==> src/rtl/fifo_to_axis_pkg.sv <==
// Shared field layout of the 144-bit replay FIFO word and the tuser port offsets.
// Also holds the helper that turns a valid-byte count into a tkeep mask.
package fifo_to_axis_pkg;

    localparam int EOP_BIT     = 143;
    localparam int BYTES_M1_HI = 142;
    localparam int BYTES_M1_LO = 139;
    localparam int DATA_HI     = 127;

    localparam int SRC_PORT_LO = 16;
    localparam int DST_PORT_LO = 24;

    // n valid bytes (0..8) -> low n bits set
    function automatic logic [7:0] keep_from_count(input logic [3:0] n);
        return 8'((9'd1 << n) - 9'd1);
    endfunction

endpackage

==> src/rtl/fifo_to_axis.sv <==
// Drains a first-word-fall-through replay FIFO and emits each 144-bit word as two
// 64-bit AXI4-Stream beats, trimming the final beat of a packet from its eop/bytes_m1 bits.
module fifo_to_axis
    import fifo_to_axis_pkg::*;
#(
    parameter int C_M_AXIS_DATA_WIDTH  = 64,
    parameter int C_M_AXIS_TUSER_WIDTH = 128,
    parameter int FIFO_DATA_WIDTH      = 144,
    parameter int PKT_COUNT_WIDTH      = 32
) (
    input  logic                              clk,
    input  logic                              rst,
    input  logic                              sw_rst,
    input  logic [FIFO_DATA_WIDTH-1:0]        fifo_dout,
    input  logic                              fifo_empty,
    output logic                              fifo_rd_en,
    output logic [C_M_AXIS_DATA_WIDTH-1:0]    m_axis_tdata,
    output logic [C_M_AXIS_DATA_WIDTH/8-1:0]  m_axis_tkeep,
    output logic [C_M_AXIS_TUSER_WIDTH-1:0]   m_axis_tuser,
    output logic                              m_axis_tvalid,
    input  logic                              m_axis_tready,
    output logic                              m_axis_tlast,
    input  logic [7:0]                        src_port,
    input  logic [7:0]                        dst_port,
    input  logic                              q_enable,
    output logic [PKT_COUNT_WIDTH-1:0]        pkt_count
);

    logic [C_M_AXIS_DATA_WIDTH-1:0]   r_tdata;
    logic [C_M_AXIS_DATA_WIDTH/8-1:0] r_tkeep;
    logic [C_M_AXIS_TUSER_WIDTH-1:0]  r_tuser;
    logic                             r_tvalid;
    logic                             r_tlast;
    logic                             r_half;
    logic                             r_in_pkt;
    logic [PKT_COUNT_WIDTH-1:0]       r_pkt_count;

    logic                             w_eop;
    logic [3:0]                       w_bm1;
    logic                             w_short;
    logic                             w_load;
    logic                             w_last_nxt;
    logic [C_M_AXIS_DATA_WIDTH-1:0]   w_tdata_nxt;
    logic [C_M_AXIS_DATA_WIDTH/8-1:0] w_tkeep_nxt;
    logic [C_M_AXIS_TUSER_WIDTH-1:0]  w_tuser_nxt;
    logic                             w_unused;

    assign w_eop    = fifo_dout[EOP_BIT];
    assign w_bm1    = fifo_dout[BYTES_M1_HI:BYTES_M1_LO];
    assign w_unused = ^fifo_dout[BYTES_M1_LO-1:DATA_HI+1];

    // An eop word of at most 8 bytes fits entirely in its low beat.
    assign w_short = w_eop && !w_bm1[3];

    // q_enable only holds back the first beat; once in a packet it runs to tlast.
    assign w_load = (!r_tvalid || m_axis_tready) && !fifo_empty && (r_in_pkt || q_enable);

    // The word is popped on its final beat, so the head never changes between halves.
    assign fifo_rd_en = w_load && (r_half || w_short);

    assign w_last_nxt  = r_half ? w_eop : w_short;
    assign w_tdata_nxt = r_half ? fifo_dout[DATA_HI -: C_M_AXIS_DATA_WIDTH]
                                : fifo_dout[C_M_AXIS_DATA_WIDTH-1:0];
    assign w_tkeep_nxt = !w_last_nxt ? '1
                       : keep_from_count(r_half ? (w_bm1 - 4'd7) : (w_bm1 + 4'd1));

    always_comb begin
        w_tuser_nxt = '0;
        if (!r_in_pkt) begin
            w_tuser_nxt[SRC_PORT_LO +: 8] = src_port;
            w_tuser_nxt[DST_PORT_LO +: 8] = dst_port;
        end
    end

    always_ff @(posedge clk) begin
        if (rst || sw_rst) begin
            r_tvalid    <= 1'b0;
            r_tlast     <= 1'b0;
            r_tdata     <= '0;
            r_tkeep     <= '0;
            r_tuser     <= '0;
            r_half      <= 1'b0;
            r_in_pkt    <= 1'b0;
            r_pkt_count <= '0;
        end else begin
            if (r_tvalid && m_axis_tready && r_tlast)
                r_pkt_count <= r_pkt_count + PKT_COUNT_WIDTH'(1);

            if (w_load) begin
                r_tvalid <= 1'b1;
                r_tdata  <= w_tdata_nxt;
                r_tkeep  <= w_tkeep_nxt;
                r_tlast  <= w_last_nxt;
                r_tuser  <= w_tuser_nxt;
                r_half   <= !r_half && !w_short;
                r_in_pkt <= !w_last_nxt;
            end else if (m_axis_tready) begin
                r_tvalid <= 1'b0;
            end
        end
    end

    assign m_axis_tdata  = r_tdata;
    assign m_axis_tkeep  = r_tkeep;
    assign m_axis_tuser  = r_tuser;
    assign m_axis_tvalid = r_tvalid;
    assign m_axis_tlast  = r_tlast;
    assign pkt_count     = r_pkt_count;

endmodule

==> config.mk <==
export PLATFORM = sky130hd
export DESIGN_NAME = fifo_to_axis
export DESIGN_NICKNAME = d
export VERILOG_FILES = /design/src/rtl/fifo_to_axis_pkg.sv /design/src/rtl/fifo_to_axis.sv
export SDC_FILE = /design/constraint.sdc
export NUM_CORES = 1
export LEC_CHECK = 0
export CORE_AREA = 10 10 149 151
export CTS_BUF_LIST = sky130_fd_sc_hd__clkbuf_16
export DETAILED_ROUTE_END_ITERATION = 6
export DIE_AREA = 0 0 159 161
export PLACE_DENSITY = 0.73
export SLEW_MARGIN = 25
export SYNTH_ARGS = -nofsm -noshare
export SYNTH_HDL_FRONTEND = slang
export SYNTH_SLANG_ARGS = --single-unit
==> constraint.sdc <==
create_clock -name clk -period 3.2 [get_ports clk]
set_clock_uncertainty 0.1 [all_clocks]
set_input_delay 0.64 -clock clk [delete_from_list [all_inputs] [get_ports clk]]
set_output_delay 0.64 -clock clk [all_outputs]
set_load 0.01 [all_outputs]
==> impl_metrics.json <==
{
  "status": "finished, final reports clean",
  "hold_depth": 2,
  "dr.pass1.iters": 4,
  "start_kind": "input port",
  "fp.dieH_um": 161,
  "dp_slack_ns": 0.213,
  "synthArstFlopShare": 0,
  "worst_pin_slew_ns": 0.904,
  "io_pins": 401,
  "grt_max_degree": 114,
  "placed_cells": 1233,
  "cp_num_buf_inv": 2,
  "cpPeakStageDelay_ns": 0.62,
  "drtIter0Drc": 189,
  "synthFlopType": "dfxtp_1",
  "wirelength_mm": 21.1,
  "cts.sinks": 124,
  "period_minus_slack_ns": 3.00,
  "syn_area_per_cell_um2": 8.74,
  "synthDistinctLibCells": 44,
  "post_cts_buffers": 0,
  "place.port_buffers": 277,
  "cts_buffers": 17,
  "start_util": 0.331,
  "netlist_instances": 728,
  "startpoint": "m_axis_tready",
  "worstRegToRegCells": 4,
  "dieArea_um2": 25600,
  "crit_end": "fifo_rd_en",
  "ctsHoldBuffers": 0,
  "core_area_um2": 19200,
  "fmax_ghz": 0.334,
  "layout_setup_ws_ns": 0.203,
  "stdcell_count": 1265,
  "synthXorXnorAreaFrac": 0.0179,
  "synth_top_family_by_area": "simple AND/OR/NAND/NOR gates",
  "yosysSeqAreaShare": 0.390,
  "worstPathArrival_ns": 2.26,
  "vias": 5723,
  "dp_hpwl_mm": 16.6,
  "synth_common_cells": "124 x dfxtp_1, 112 x buf_4, 87 x nor2_1, 64 x a211oi_1, 64 x mux2i_1",
  "ys_seq_elements": 124,
  "ys_warn_count": 0,
  "yosys.area_share.simple": 0.171,
  "crit_path_end_kind": "output port",
  "crit_cells": 5,
  "wire_per_inst_um": 16.7,
  "vdd_ir_drop_max_mv": 0.356,
  "ant_nets": 0,
  "slew_violations": 0,
  "relSlewSlack": 0.397,
  "die_w_um": 159,
  "grt_first_pass_wirelength_mm": 32.4,
  "synth.top_cell.area_share": 0.390,
  "path_class": "input port to output port",
  "crit_fanout": 5,
  "grt_pass1_vias": 5612,
  "overflow": 0,
  "cts.repair.resized": 0,
  "grt_antenna_before_repair": 0,
  "p_leak_nw": 3.36,
  "setup_violations": 0,
  "r2r_slack_ns": 1.07,
  "num_rows": 51,
  "maxCapViolCount": 0,
  "crit_family": "buffers and inverters",
  "clk_path_buf_depth": 2,
  "yosysMostFrequentCell": "dfxtp_1",
  "hp-class": "flop to flop",
  "cts_htree_levels": 4,
  "yosysTopAreaCell": "dfxtp_1",
  "synthAdderAreaFrac": 0.00393,
  "synth_edf_count": 0,
  "fin_nets": 1155,
  "cts_tree": "built",
  "synth.cell_area_um2": 6370,
  "total_power_mw": 4.09,
  "clk_pin_slew_ns": 0.06,
  "powerDensity_nw_per_um2": 427,
  "drc": 0,
  "rsz0062_at_grt": "no",
  "utilization": 0.499,
  "yosys-mux-area-fraction": 0.101,
  "vias_per_cell": 4.52,
  "place.gp.congestion": 0.784,
  "worstReg2RegStart": "pkt_count[5]",
  "insertion_delay_ns": 0.41,
  "crit_required_ns": 2.46,
  "post-route-period-util": 0.937,
  "synth.top_cells.by_area": "dfxtp_1 39%, buf_4 13%, mux2i_1 10%, a211oi_1 7.5%, nor2_1 5.1%",
  "synth_compound_area_frac": 0.152,
  "antenna_cells": 0,
  "areaGrowthSynthToFinish_pct": 50.6,
  "tns_ns": 0,
  "hold_viol": 0,
  "regToRegEndpoint": "pkt_count[31]",
  "clockRootBuffer": "clkbuf_16",
  "grt_usage": 0.157,
  "slowest_stage": "clkdlybuf4s50_1",
  "cp_cell_sequence": "clkdlybuf4s50_1 -> nand2b_1 -> nand2b_1 -> nor2_1 -> clkdlybuf4s50_1",
  "drive_above_1_share": 0.0500
}
==> final cells by class <==
type | count | area, µm²
clock buffers | 17 | 425
clock inverters | 15 | 148
fillers | 1836 | 9620
inverters | 5 | 18.8
multi-input cells | 550 | 3260
flip-flops and latches | 124 | 2490
well taps | 265 | 332
repair buffers | 289 | 2910
==> layout by cell type (no fill, tap or decap), types with 3 or more instances in the layout <==
cell | Yosys | layout
a21oi_1 | 42 | 42
xnor2_1 | 9 | 9
clkinvlp_4 | 0 | 5
o31ai_1 | 17 | 17
dfxtp_1 | 124 | 123
conb_1 | 1 | 112
and4_1 | 7 | 7
and3_1 | 3 | 3
or3_1 | 3 | 3
xor2_1 | 4 | 4
nand3b_1 | 17 | 17
nor2_1 | 87 | 87
nand3_1 | 10 | 10
nor3_1 | 6 | 6
a31oi_1 | 3 | 3
nand2b_1 | 4 | 4
mux2i_1 | 64 | 64
a211oi_1 | 64 | 64
clkdlybuf4s50_1 | 0 | 277
or4_1 | 15 | 15
nand2_1 | 36 | 36
buf_4 | 112 | 8
buf_12 | 0 | 4
clkbuf_16 | 0 | 17
nand4_1 | 13 | 13
inv_1 | 5 | 5
o21ai_0 | 12 | 12
==> layer usage <==
layer	GRT usage	vias up	wire length [µm]
li1	-	2894	-
met1	0.172	2573	7970
met2	0.261	242	10500
met3	0.0869	14	2470
met4	0.0329	0	186
met5	0	-	0
==> sequential cells by signal, summed over array words and instances, names as in the netlist <==
name and count:
r_in_pkt 1, m_axis_tdata 64, m_axis_tkeep 8, r_half 1
m_axis_tvalid 1, m_axis_tlast 1, pkt_count 32, m_axis_tuser 16
==> logic make-up after synthesis <==
logic type | Yosys count
adder cells (fa/ha/maj) | 2
flip-flops | 124
AND/OR/NAND/NOR | 213
other | 1
multiplexers | 64
buffers and inverters | 165
AO/OA/AOI/OAI | 146
XOR/XNOR | 13
==> stage by stage <==
| stage | cell area [µm²] | hold slack (ns) |
|---|---|---|
| floorplan | 6780 | 0.376 |
| CTS | 9580 | 0.352 |
| finish | 9580 | 0.347 |
| detailed placement | 9010 | 0.344 |
| global placement | 9010 | 0.337 |
| global route | 9580 | 0.370 |
==> report_power, final <==
part	switching [mW]	total, mW	internal [mW]
Clock	0.726	1.87	1.14
Sequential	0.0233	1.61	1.59
Combinational	0.288	0.611	0.323
Total	1.04	4.09	3.05
==> how the worst min path moves through the flow <==
stage / from / endpoint / slack (ns)
detailed placement: m_axis_tuser[31] / m_axis_tuser[31] / 0.34
global route: m_axis_tuser[31] / m_axis_tuser[31] / 0.37
finish: m_axis_tuser[31] / m_axis_tuser[31] / 0.35
global placement: m_axis_tuser[17] / m_axis_tuser[17] / 0.34
CTS: m_axis_tuser[31] / m_axis_tuser[31] / 0.35
floorplan: m_axis_tuser[16] / m_axis_tuser[16] / 0.38
==> worst reg2reg max path, cell delays in order (launching register included) <==
cell and delay (ns):
dfxtp_1 0.44, nand4_2 0.18, or4_4 0.66, or4_1 0.54, a21oi_1 0.15
No activity file was read; power rests on OpenSTA's default activity.
